<file path="src/rtl/apb_cmd_issuer.sv">
// ============================================================================
// Module      : apb_cmd_issuer
// Description : Command FIFO and issue FSM that drives the APB master request
//               pins. Each command holds transfer high for XFER_CYCLES cycles.
//               Optional halt-on-slave-error: define APB_ERR_HALT_EN.
// Revision    : 1.0 - initial release
// ============================================================================
`default_nettype none

module apb_cmd_issuer #(
   parameter int DEPTH       = 8,
   parameter int ADDR_W      = 9,
   parameter int DATA_W      = 8,
   parameter int XFER_CYCLES = 3
) (
   input  logic                       PCLK,
   input  logic                       PRESET,
   input  logic                       cmd_valid,
   output logic                       cmd_ready,
   input  logic                       cmd_rw,
   input  logic [ADDR_W-1:0]          cmd_addr,
   input  logic [DATA_W-1:0]          cmd_wdata,
   output logic [$clog2(DEPTH):0]     cmd_level,
   output logic                       PRESETn,
   output logic                       transfer,
   output logic                       READ_WRITE,
   output logic [ADDR_W-1:0]          apb_write_paddr,
   output logic [DATA_W-1:0]          apb_write_data,
   output logic [ADDR_W-1:0]          apb_read_paddr,
   input  logic [DATA_W-1:0]          apb_read_data_out,
   input  logic                       PSLVERR,
   output logic                       rsp_valid,
   output logic                       rsp_rw,
   output logic [DATA_W-1:0]          rsp_rdata,
   output logic                       rsp_err,
   input  logic                       err_clear,
   output logic                       halted
);

   localparam int c_PTR_W   = $clog2(DEPTH);
   localparam int c_LVL_W   = c_PTR_W + 1;
   localparam int c_CNT_W   = $clog2(XFER_CYCLES + 1);
   localparam int c_ENTRY_W = 1 + ADDR_W + DATA_W;
   localparam logic [c_LVL_W-1:0] c_FULL = c_LVL_W'(DEPTH);
   localparam logic [c_CNT_W-1:0] c_XFER = c_CNT_W'(XFER_CYCLES);

   typedef enum logic [1:0] {
      S_IDLE  = 2'd0,
      S_ISSUE = 2'd1,
      S_DONE  = 2'd2
   } state_t;

   state_t                r_state;
   state_t                w_state_next;
   logic [c_ENTRY_W-1:0]  r_mem [DEPTH];
   logic [c_PTR_W-1:0]    r_wr_ptr;
   logic [c_PTR_W-1:0]    r_rd_ptr;
   logic [c_CNT_W-1:0]    r_count;
   logic [c_LVL_W-1:0]    w_level_next;
   logic                  w_push;
   logic                  w_pop;
   logic                  w_blocked;
   logic                  w_head_rw;
   logic [ADDR_W-1:0]     w_head_addr;
   logic [DATA_W-1:0]     w_head_wdata;

   assign w_push = cmd_valid & cmd_ready;
   assign {w_head_rw, w_head_addr, w_head_wdata} = r_mem[r_rd_ptr];

`ifdef APB_ERR_HALT_EN
   // An erroring command must already block the pop decision taken in DONE.
   assign w_blocked = halted | ((r_state == S_DONE) & rsp_err);
`else
   logic w_unused_err_clear;
   assign w_unused_err_clear = err_clear;
   assign w_blocked          = 1'b0;
   assign halted             = 1'b0;
`endif

   always_comb begin
      w_state_next = r_state;
      w_pop        = 1'b0;
      case (r_state)
         S_IDLE: begin
            if ((cmd_level != '0) && !w_blocked) begin
               w_state_next = S_ISSUE;
               w_pop        = 1'b1;
            end
         end
         S_ISSUE: begin
            if (r_count == c_XFER) begin
               w_state_next = S_DONE;
            end
         end
         S_DONE: begin
            if ((cmd_level != '0) && !w_blocked) begin
               w_state_next = S_ISSUE;
               w_pop        = 1'b1;
            end else begin
               w_state_next = S_IDLE;
            end
         end
         default: w_state_next = S_IDLE;
      endcase
   end

   always_comb begin
      w_level_next = cmd_level;
      if (w_push && !w_pop) begin
         w_level_next = cmd_level + c_LVL_W'(1);
      end else if (!w_push && w_pop) begin
         w_level_next = cmd_level - c_LVL_W'(1);
      end
   end

   always_ff @(posedge PCLK) begin
      if (w_push) begin
         r_mem[r_wr_ptr] <= {cmd_rw, cmd_addr, cmd_wdata};
      end
   end

   always_ff @(posedge PCLK) begin
      if (PRESET) begin
         r_state         <= S_IDLE;
         r_wr_ptr        <= '0;
         r_rd_ptr        <= '0;
         r_count         <= '0;
         cmd_level       <= '0;
         cmd_ready       <= 1'b0;
         PRESETn         <= 1'b0;
         transfer        <= 1'b0;
         READ_WRITE      <= 1'b0;
         apb_write_paddr <= '0;
         apb_write_data  <= '0;
         apb_read_paddr  <= '0;
         rsp_valid       <= 1'b0;
         rsp_rw          <= 1'b0;
         rsp_rdata       <= '0;
         rsp_err         <= 1'b0;
      end else begin
         PRESETn   <= 1'b1;
         r_state   <= w_state_next;
         cmd_level <= w_level_next;
         // Readiness follows the new occupancy so a full FIFO never accepts.
         cmd_ready <= (w_level_next < c_FULL);
         transfer  <= (w_state_next == S_ISSUE);
         rsp_valid <= 1'b0;

         if (w_push) begin
            r_wr_ptr <= r_wr_ptr + c_PTR_W'(1);
         end

         if (w_pop) begin
            r_rd_ptr        <= r_rd_ptr + c_PTR_W'(1);
            r_count         <= c_CNT_W'(1);
            READ_WRITE      <= w_head_rw;
            apb_read_paddr  <= w_head_rw ? w_head_addr : '0;
            apb_write_paddr <= w_head_rw ? '0 : w_head_addr;
            apb_write_data  <= w_head_rw ? '0 : w_head_wdata;
         end else begin
            if (r_state == S_ISSUE) begin
               r_count <= r_count + c_CNT_W'(1);
            end
            if (w_state_next == S_IDLE) begin
               READ_WRITE      <= 1'b0;
               apb_read_paddr  <= '0;
               apb_write_paddr <= '0;
               apb_write_data  <= '0;
            end
         end

         if ((r_state == S_ISSUE) && (w_state_next == S_DONE)) begin
            rsp_valid <= 1'b1;
            rsp_rw    <= READ_WRITE;
            rsp_rdata <= READ_WRITE ? apb_read_data_out : '0;
            rsp_err   <= PSLVERR;
         end
      end
   end

`ifdef APB_ERR_HALT_EN
   always_ff @(posedge PCLK) begin
      if (PRESET) begin
         halted <= 1'b0;
      end else if ((r_state == S_DONE) && rsp_err) begin
         halted <= 1'b1;
      end else if (err_clear) begin
         halted <= 1'b0;
      end
   end
`endif

endmodule

`default_nettype wire

</file>
<file path="config.mk">
export PLATFORM = sky130hd
export DESIGN_NAME = apb_cmd_issuer
export DESIGN_NICKNAME = d
export VERILOG_FILES = /design/src/rtl/apb_cmd_issuer.sv
export SDC_FILE = /design/constraint.sdc
export NUM_CORES = 1
export LEC_CHECK = 0
export CAP_MARGIN = 20
export CORE_MARGIN = 4
export CORE_UTILIZATION = 51
export CTS_CLUSTER_SIZE = 12
export DETAILED_ROUTE_END_ITERATION = 8
export PLACE_DENSITY = 0.87
export SLEW_MARGIN = 20
export SYNTH_ARGS = -nofsm -noshare
export SYNTH_HDL_FRONTEND = slang
export SYNTH_SLANG_ARGS = --single-unit
export TNS_END_PERCENT = 1
</file>
<file path="constraint.sdc">
create_clock -name PCLK -period 2.85 [get_ports PCLK]
set_clock_uncertainty 0.1 [all_clocks]
set_input_delay 0.4275 -clock PCLK [delete_from_list [all_inputs] [get_ports PCLK]]
set_output_delay 0.4275 -clock PCLK [all_outputs]
set_load 0.01 [all_outputs]
</file>
## Word-level counts from Yosys, hierarchy flattened

Memories as Yosys holds them, arrays and structs flattened. A register that Yosys moved wholly into a read port is not among the register bits.
Cells that the tools add are included.

| storage, ports and cells | value |
|---|---|
| bits in writable memories | 144 |
| output and inout bits | 46 |
| register bits after elaboration | 55 |
| memories kept | 1 |
| logic and storage cells | 69 |

| cells by class | value |
|---|---|
| eq/ne operators | 5 |
| bitwise gates (word level) | 1 |
| add/subtract/negate cells | 5 |
| reduce and logical (&&, ||, !) cells | 12 |
| order comparisons | 1 |
| muxes and demuxes | 27 |

Memories:

| name | words | width | rd ports | clocked after memory_dff | wr ports | RTL line | text |
|---|---|---|---|---|---|---|---|
| r_mem | 8 | 18 | 1 | 1 | 1 | 55 | `logic [c_ENTRY_W-1:0] r_mem [DEPTH];` |

Operators with widths:

| cell | count |
|---|---|
| $mux 9 | 5 |
| $mux 8 | 4 |
| $mux 1 | 11 |
| $mux 4 | 2 |
| $add 3x1->3 const B | 2 |
| $eq 2x2->1 const B | 3 |
| $mux 3 | 2 |
| $pmux 2 s3 | 1 |
| $add 4x1->4 const B | 1 |
| $eq 2x1->1 const B | 2 |
| $logic_not 2->1 | 2 |
| $lt 4x4->1 const B | 1 |
| $mux 2 | 2 |
| $reduce_bool 2->1 | 2 |
| $reduce_bool 4->1 | 1 |
| $reduce_or 2->1 | 2 |
| $sub 4x1->4 const B | 1 |
| $logic_and 1x1->1 | 3 |
| $add 2x1->2 const B | 1 |
| $logic_not 1->1 | 2 |
| $and 1x1->1 | 1 |

## Depth between registers and ports, before layout

Gate-level depths: netlist (run 1).

| logic depth | value |
|---|---|
| depth after elaboration | 7 |
| gate-level depth with buffers | 9 |
| mapped depth without buffers | 9 |

## Worst setup path before layout (run 1)

OpenSTA, ideal clock, no wires.

| path | value |
|---|---|
| path type | input to register |
| start | input cmd_valid |
| end | memory r_mem[0][0] (netlist bit) (enable) |
| data arrival time | 2359 ps |
| buffers on the path | 0 |
| path slack | -48 ps |
| cell stages on the path | 2 |
| cells stage by stage | nand2_1 nor4_1 |

| on the way | value |
|---|---|
| word-level cells in the longest chain between the ends | 3 |

Ends and longest elaborated chain:

| what | RTL line | text |
|---|---|---|
| from (decl) | 18 | `input logic cmd_valid,` |
| $and 1x1->1 | 67 | `assign w_push = cmd_valid & cmd_ready;` |
| $mux 1 | 117 | `if (w_push) begin` |
| $mux 1 (not written as such) | 118 | `r_mem[r_wr_ptr] <= {cmd_rw, cmd_addr, cmd_wdata};` |
| to (decl) | 55 |  |

No other way between the ends.

## Worst setup path after layout (run 1)

| path | value |
|---|---|
| start | register cmd_level[0] |
| end | register cmd_level[3] |

| on the way | value |
|---|---|
| word-level cells in the longest chain between the ends | 6 |

Ends and longest elaborated chain:

| what | RTL line | text |
|---|---|---|
| from (decl) | 23 | `output logic [$clog2(DEPTH):0] cmd_level,` |
| from (signal assigned) | 143 | `cmd_level <= w_level_next;` |
| $reduce_bool 4->1 * | 85, 96 |  |
| $mux 1 * | 85, 96 |  |
| $mux 1 * | n/a |  |
| named net w_pop | 61 | `logic w_pop;` |
| $logic_and 1x1->1 / $logic_not 1->1 (equally long branches) | 111, 109 |  |
| $mux 4 / $logic_and 1x1->1 (equally long branches) | 111, 109 |  |
| $mux 4 * | 109 | `if (w_push && !w_pop) begin` |

Mark *: on every way through the listed nets, which the timed path passes. The rest lies on a longest branch.
A chain may end at the register's enable or synchronous reset.

==> results of run 1 <==
synth_stat cells, drive strengths merged:
library cell    n
mux4           35
nand3b          1
ha              7
inv             6
a21o            1
buf             8
a21oi          18
or2             1
nand2          49
dfxtp          58
o21ai          26
conb            1
nand3          11
edfxtp        144
nor2b           3
o41ai           2
a22oi           8
clkbuf         14
xor2            3
a211oi          4
mux2i          14
nor3            6
nand4           1
nor4            1
nor2           17
xnor2           3
nand2b          4
and2            3
layer usage:
metal	vias to the layer above	part of all wire, %	wire length [um]	GRT usage (%)
met5	-	0	0	0
met4	0	1.8	284	4.20
met3	25	7.2	1140	3.99
met2	183	51	8220	34.3
met1	2132	40	6310	25.1
li1	1904	-	-	-
report_power, final:
group | total (mW) | internal (mW) | switching [mW]
registers | 3.57 | 3.40 | 0.167
clock network | 2.45 | 1.42 | 1.03
logic | 1.65 | 0.756 | 0.897
flip-flops by register name (all words and copies together), names as in the netlist, named ones only:
name             cells
rsp_rdata            8
apb_write_data       8
PRESETn              1
READ_WRITE           1
cmd_level            4
apb_read_paddr       9
transfer             1
rsp_valid            1
rsp_rw               1
cmd_ready            1
apb_write_paddr      9
r_rd_ptr             3
r_wr_ptr             3
r_state              2
r_mem              144
r_count              2
rsp_err              1
worst reg2reg max path, cell delays in order (launching register included):
cell and delay [ns]:
dfxtp_1 0.44, inv_1 0.07, ha_1 0.25, a21o_1 0.26
inv_1 0.22, ha_1 0.22, nand2b_1 0.10, o41ai_1 0.35
xor2_1 0.27, and2_1 0.15
final cells by class:
| cell class | count | area (um^2) | area share [%] |
|---|---|---|---|
| sequential | 202 | 5490 | 60.1 |
| multi-input combinational | 219 | 1880 | 20.6 |
| timing repair buffer | 95 | 898 | 9.84 |
| clock buffer | 34 | 594 | 6.51 |
| tap | 180 | 225 | 2.47 |
| inverter | 6 | 22.5 | 0.247 |
| clock inverter | 2 | 16.3 | 0.178 |
path summary, 6_finish.rpt:
kind                                     to                       from  cells past startpoint  slack, ns
hold reg to reg   rsp_rdata[0]$_SDFFE_PP0P_  rsp_rdata[0]$_SDFFE_PP0P_                      2       0.36
hold / removal    rsp_rdata[0]$_SDFFE_PP0P_  rsp_rdata[0]$_SDFFE_PP0P_                      2       0.36
setup reg to reg    cmd_level[3]$_SDFF_PP0_  cmd_level[0]$_SDFFE_PP0P_                      9       0.36
setup / recovery    cmd_level[3]$_SDFF_PP0_  cmd_level[0]$_SDFFE_PP0P_                      9       0.36
per-stage QoR:
step	cells	utilization, %	hold slack [ns]
floorplan	449	-	0.354
CTS	738	64.7	0.361
finish	738	64.8	0.356
global route	738	64.8	0.376
detailed placement	702	60.4	0.348
global placement	702	60.4	0.337
kinds of logic (layout without fill, tap and decap cells):
family / after synthesis / after routing
AOI/OAI and AO/OA: 59 / 59
xor gates and xnor gates: 6 / 6
adders and majority gates: 7 / 7
buffers and inverters: 28 / 137
DFF: 202 / 202
muxes: 49 / 49
other: 1 / 1
and+or+nand+nor: 97 / 97
==> summary.md, run 1 <==
| Metric | Value |
|---|---|
| Nets@finish | just under 600 |
| CP delay by family, top | compound AO/OA/AOI/OAI gates |
| CP max-delay cell | dfxtp_1 |
| Final setup TNS | 0 ns |
| CTS root buf | clkbuf_16 |
| Syn avg cell area | 16.6 um^2 |
| Num CTS Buffers | 21 |
| Most frequent cells in the layout | edfxtp_1, clkdlybuf4s50_1, dfxtp_1 |
| Tot GR Track Use | approximately 19% |
| DP Wirelength | 9590 um |
| Die Span X | between 100 and 150 um |
| Arr. time, crit path | about 2.8 ns |
| Max Clk Rate | approximately 400 MHz |
| Via count | 4244 |
| Peak VDD IR | 0.421 mV |
| WP buf/inv | 2 |
| # setup viols final | 0 |
| Cts hold-fix bufs | 0 |
| Post-CTS resize count | 0 |
| Number of global-route vias before repair | between 4000 and 5000 |
| Synth area leader | edfxtp_1 |
| Wirelength, routed | ~16000 um |
| Ys Warns | 0 |
| H-tree levels | 1 |
| Mapped cell area | approximately 7500 um^2 |
| Min Tclk post-route | 2.49 ns |
| Initial core utilization | 52.9% |
| Startpoint types | flop |
| XOR/XNOR share of the synthesized area | 0.705% |
| First-pass GRT wire length | between 20000 and 25000 um |
| Status | completed |
| Core Region | roughly 14000 um^2 |
| Crit-path max cell delay | 0.44 ns |
| Drt pass-1 iters | 5 |
| CTS tree | built |
| Initial antenna violation count | 0 |
| Fin. Hold Viols | 0 |
| Total power | roughly 7.7 mW |
| Grt ovf | 0 |
| Share of the synthesized area in the top cell type | 58.0% |
| Place WS | about 0.36 ns |
| Pwr dens | ~840 nW/um^2 |
| Largest net degree at the start of global routing | 30 |
| Unrepaired setup endpoints after global routing | no |
| CP Cell Sequence | inv_1 -> ha_1 -> a21o_1 -> inv_1 -> ha_1 -> nand2b_1 -> o41ai_1 -> xor2_1 -> and2_1 |
| Vias per cell | 5.75 |
| Largest cells by area after synthesis | edfxtp_1, dfxtp_1, mux4_2 |
| Largest family of logic cells by synthesized area | multiplexers |
| Port Buffers | 74 |
| Die height | around 130 um |
| Layout area overhead | 22.4% |
| Yosys reg bits | ~200 |
| Lkg Pwr | 2.98 nW |
| Max_cap viols | 0 |
| CP Capture Type | flop |
| CTS max path bufs | 3 |
| Synthesized Nets | between 400 and 500 |
| Hold WC Path Type | reg2reg |
| FILL cells | roughly 940 |
| Layout cells sized above 1 | between 10% and 20% |
| Fin crit share | roughly 87% |
| Iter 0 DRT Violations | about 400 |
| Drt wl/cell | about 22 um |
| Sequential share of the synthesized area | about three quarters |
| Worst Tran Pin Value | ~0.96 ns |
| Synth Area in Simple Gates | about 5.7% |
| Die area | around 17000 um^2 |
| Slew headroom | roughly 36% |
| Ant. Diodes | 0 |
| Critical Path Fanout Max | 7 |
| Post-synthesis adder-cell area fraction | around 1.2% |
| Most common cell after layout, fill and taps aside | edfxtp_1 |
| Slew Viols, Final | 0 |
| Post-DRT Antenna Nets | 0 |
| DP Area | between 8000 and 9000 um^2 |
| Clock-pin slew on the worst setup and hold paths | about 0.060 ns |
| Site Rows | 43 |
| Yosys cell types | 33 |
| Worst Setup Slack, final | 0.359 ns |
| Compound-Gate Fraction of Synth Area | around 4.6% |
| Gpl congestion | around 0.73 |
| Post-synthesis cell count | between 400 and 500 |
| IO Count | between 70 and 80 |
| Mux contribution to synthesized area | 12.6% |
| Finished Cell Area | roughly 9100 um^2 |
| Residual DRC | 0 |
| WS Path Type | reg2reg |
| Setup bufs post-CTS | 0 |
| Worst EP required | between 3 and 4 ns |
| Clock latency on the worst-skew pair | ~0.48 ns |
| CTS sink cnt | ~200 |
No activity file was read; power rests on OpenSTA's default activity.
==> run 2, diff against run 1 <==
--- a/config.mk
+++ b/config.mk
@@ -5,12 +5,11 @@
 export SDC_FILE = /design/constraint.sdc
 export NUM_CORES = 1
 export LEC_CHECK = 0
-export CAP_MARGIN = 20
 export CORE_MARGIN = 4
-export CORE_UTILIZATION = 51
+export CORE_UTILIZATION = 25
 export CTS_CLUSTER_SIZE = 12
 export DETAILED_ROUTE_END_ITERATION = 8
-export PLACE_DENSITY = 0.87
+export PLACE_DENSITY = 0.54
 export SLEW_MARGIN = 20
 export SYNTH_ARGS = -nofsm -noshare
 export SYNTH_HDL_FRONTEND = slang
==> run 2 against run 1 <==
  * Count of clock-buffer cells in the layout down 2
  * Sequential power about the same
  * Utilization down 32 points
  * Global-route usage down 9.5 points
  * Non-clock buffer count down 4
  * Worst setup slack better by 0.055 ns
  * Cell count up 28%
  * Design area up 3.6%
  * Combinational power about the same
  * Critical path depth unchanged
  * Critical path type unchanged
  * Critical endpoint unchanged
==> summary.md, run 2 (synthesized netlist as in run 1, its figures left out) <==
| Metric | Value |
|---|---|
| Status | completed |
| FILL cells | ~2800 |
| Final setup TNS | 0 ns |
| CTS root buf | clkbuf_16 |
| Largest regs | r_mem: 144 flops, apb_read_paddr: 9 flops, apb_write_paddr: 9 flops |
| Num CTS Buffers | 23 |
| Post-DRT Antenna Nets | 0 |
| Worst Setup Slack, final | about 0.41 ns |
| Peak VDD IR | approximately 0.46 mV |
| Place WS | approximately 0.25 ns |
| Worst Tran Pin Value | 0.841 ns |
| Cts hold-fix bufs | 0 |
| Initial core utilization | between 20% and 30% |
| DP Wirelength | 10400 um |
| Die height | approximately 180 um |
| Max_cap viols | 0 |
| CTS tree | built |
| Number of global-route vias before repair | between 4000 and 5000 |
| Arr. time, crit path | between 2 and 3 ns |
| Largest reg by FF count | r_mem |
| # setup viols final | 0 |
| CP max-delay cell | dfxtp_1 |
| Max Clk Rate | 410 MHz |
| Unrepaired setup endpoints after global routing | no |
| Largest register FFs | ~140 |
| Multi-input gate area | ~1900 um^2 |
| First-pass GRT wire length | approximately 25000 um |
| Final cell count without fillers | 944 |
| Worst EP required | 3.19 ns |
| Critical Path Fanout Max | 7 |
| Largest net degree at the start of global routing | 30 |
| Setup bufs post-CTS | 0 |
| Clock latency on the worst-skew pair | 0.51 ns |
| Startpoint types | flop |
| H-tree levels | 1 |
| Met2 GRT Util | around 17% |
| Pwr dens | approximately 840 nW/um^2 |
| Nets@finish | between 500 and 600 |
| Drt wl/cell | between 15 and 20 um |
| Layout area overhead | 26.9% |
| Post-CTS resize count | 0 |
| R2R Setup Slk | 0.41 ns |
| Placed cell count | between 900 and 1000 |
| Met1 GRT Util | between 10 and 15% |
| Lkg Pwr | a little over 3 nW |
| DP Area | about 8700 um^2 |
| CTS max path bufs | 3 |
| Hold WC Path Type | reg2reg |
| Initial antenna violation count | 1 |
| Worst R2R Path Depth | 9 |
| IO Count | 77 |
| Crit-path max cell delay | 0.44 ns |
| R2R Path End | cmd_level[3]$_SDFF_PP0_ |
| Gpl congestion | between 0.7 and 0.8 |
| Hold Startpoint | apb_write_data[1]$_SDFFE_PP0P_ |
| Min Tclk post-route | 2.44 ns |
| Core Region | between 20000 and 30000 um^2 |
| Site Rows | 62 |
| Fin crit share | roughly 85% |
| Tot GR Track Use | 9.92% |
| Fin. Hold Viols | 0 |
| Residual DRC | 0 |
| Most common cell after layout, fill and taps aside | edfxtp_1 |
| CP Capture Type | flop |
| Busiest layer in global routing | met2 |
| Via count | roughly 4000 |
| CTS sink cnt | between 200 and 250 |
| Finished Cell Area | 9460 um^2 |
| Worst Hold Depth | 2 |
| Ant. Diodes | 0 |
| CP Cell Sequence | inv_1 -> ha_1 -> a21o_1 -> inv_1 -> ha_1 -> nand2b_1 -> o41ai_1 -> xor2_1 -> and2_1 |
| Most frequent cells in the layout | edfxtp_1, clkdlybuf4s50_1, dfxtp_1 |
| Drt pass-1 iters | 4 |
| Register area | approximately 5500 um^2 |
| Wirelength, routed | roughly 17000 um |
| Vias per cell | 4.36 |
| Iter 0 DRT Violations | approximately 190 |
| Slew Viols, Final | 0 |
| Worst Hold Path EP | apb_write_data[1]$_SDFFE_PP0P_ |
| Critical R2R Launch | cmd_level[0]$_SDFFE_PP0P_ |
| Clock-pin slew on the worst setup and hold paths | about 0.060 ns |
| Die Span X | about 180 um |
| WS Path Type | reg2reg |
| Slew headroom | between 40% and 50% |
| GR Util met3 | ~2.6% |
| Layout cells sized above 1 | 16.4% |
| Port Buffers | between 70 and 80 |
| Grt ovf | 0 |
| Die area | 32700 um^2 |
==> run 2: how the worst max path moves through the flow <==
stage                         startpoint                         endpoint  slack (ns)  cells after the start
2_1_floorplan                  cmd_valid            r_mem[4][0]$_DFFE_PP_        0.26                      4
3_3_place_gp                      PRESET   apb_write_data[0]$_SDFFE_PP0P_        0.37                      5
3_5_place_dp                      PRESET  apb_write_paddr[5]$_SDFFE_PP0P_        0.25                      5
4_1_cts        cmd_level[0]$_SDFFE_PP0P_          cmd_level[3]$_SDFF_PP0_        0.41                      9
5_1_grt        cmd_level[0]$_SDFFE_PP0P_          cmd_level[3]$_SDFF_PP0_        0.19                      9
6_report       cmd_level[0]$_SDFFE_PP0P_          cmd_level[3]$_SDFF_PP0_        0.41                      9
==> run 2: report_power, final <==
group / internal [mW] / total (mW) / switching, mW / leakage, nW
Combinational: 0.758 / 1.63 / 0.870 / 0.898
Clock: 1.63 / 2.77 / 1.13 / 0.356
Sequential: 3.40 / 3.56 / 0.160 / 1.77
Total: 5.79 / 7.95 / 2.16 / 3.02
==> run 2: stage by stage <==
stage                     util (%)  total power [mW]  hold WS, ns
after floorplan                  -              4.60        0.354
after global placement        30.0              5.24        0.338
after detailed placement      30.0              5.28        0.346
after CTS                     32.5              8.08        0.357
after global routing          32.5              8.36        0.373
final                         32.5              7.95        0.350
==> run 2: final cells by class <==
class	instances	area share, %
Inverter	6	0.238
Timing Repair Buffer	91	9.18
Clock inverter	10	1.01
Clock buffer	32	6.57
Multi-Input combinational cell	219	19.9
Sequential cell	202	58.0
Tap cell	384	5.08
==> run 2: layer usage <==
| layer | up-vias | routed length, um | share of wire [%] |
|---|---|---|---|
| met2 | 94 | 8250 | 50 |
| met5 | - | 11 | 0.066 |
| met1 | 2087 | 7090 | 43 |
| met4 | 2 | 328 | 2.0 |
| li1 | 1909 | - | - |
| met3 | 27 | 901 | 5.4 |
==> run 2: critical path, delay by kind of cell, from the launching register on <==
family	cells	cell delay, ns
AOI/OAI and AO/OA	2	0.57
xor gates and xnor gates	1	0.26
adders and majority gates	2	0.48
buffers and inverters	2	0.27
DFF	1	0.44
and+or+nand+nor	2	0.26
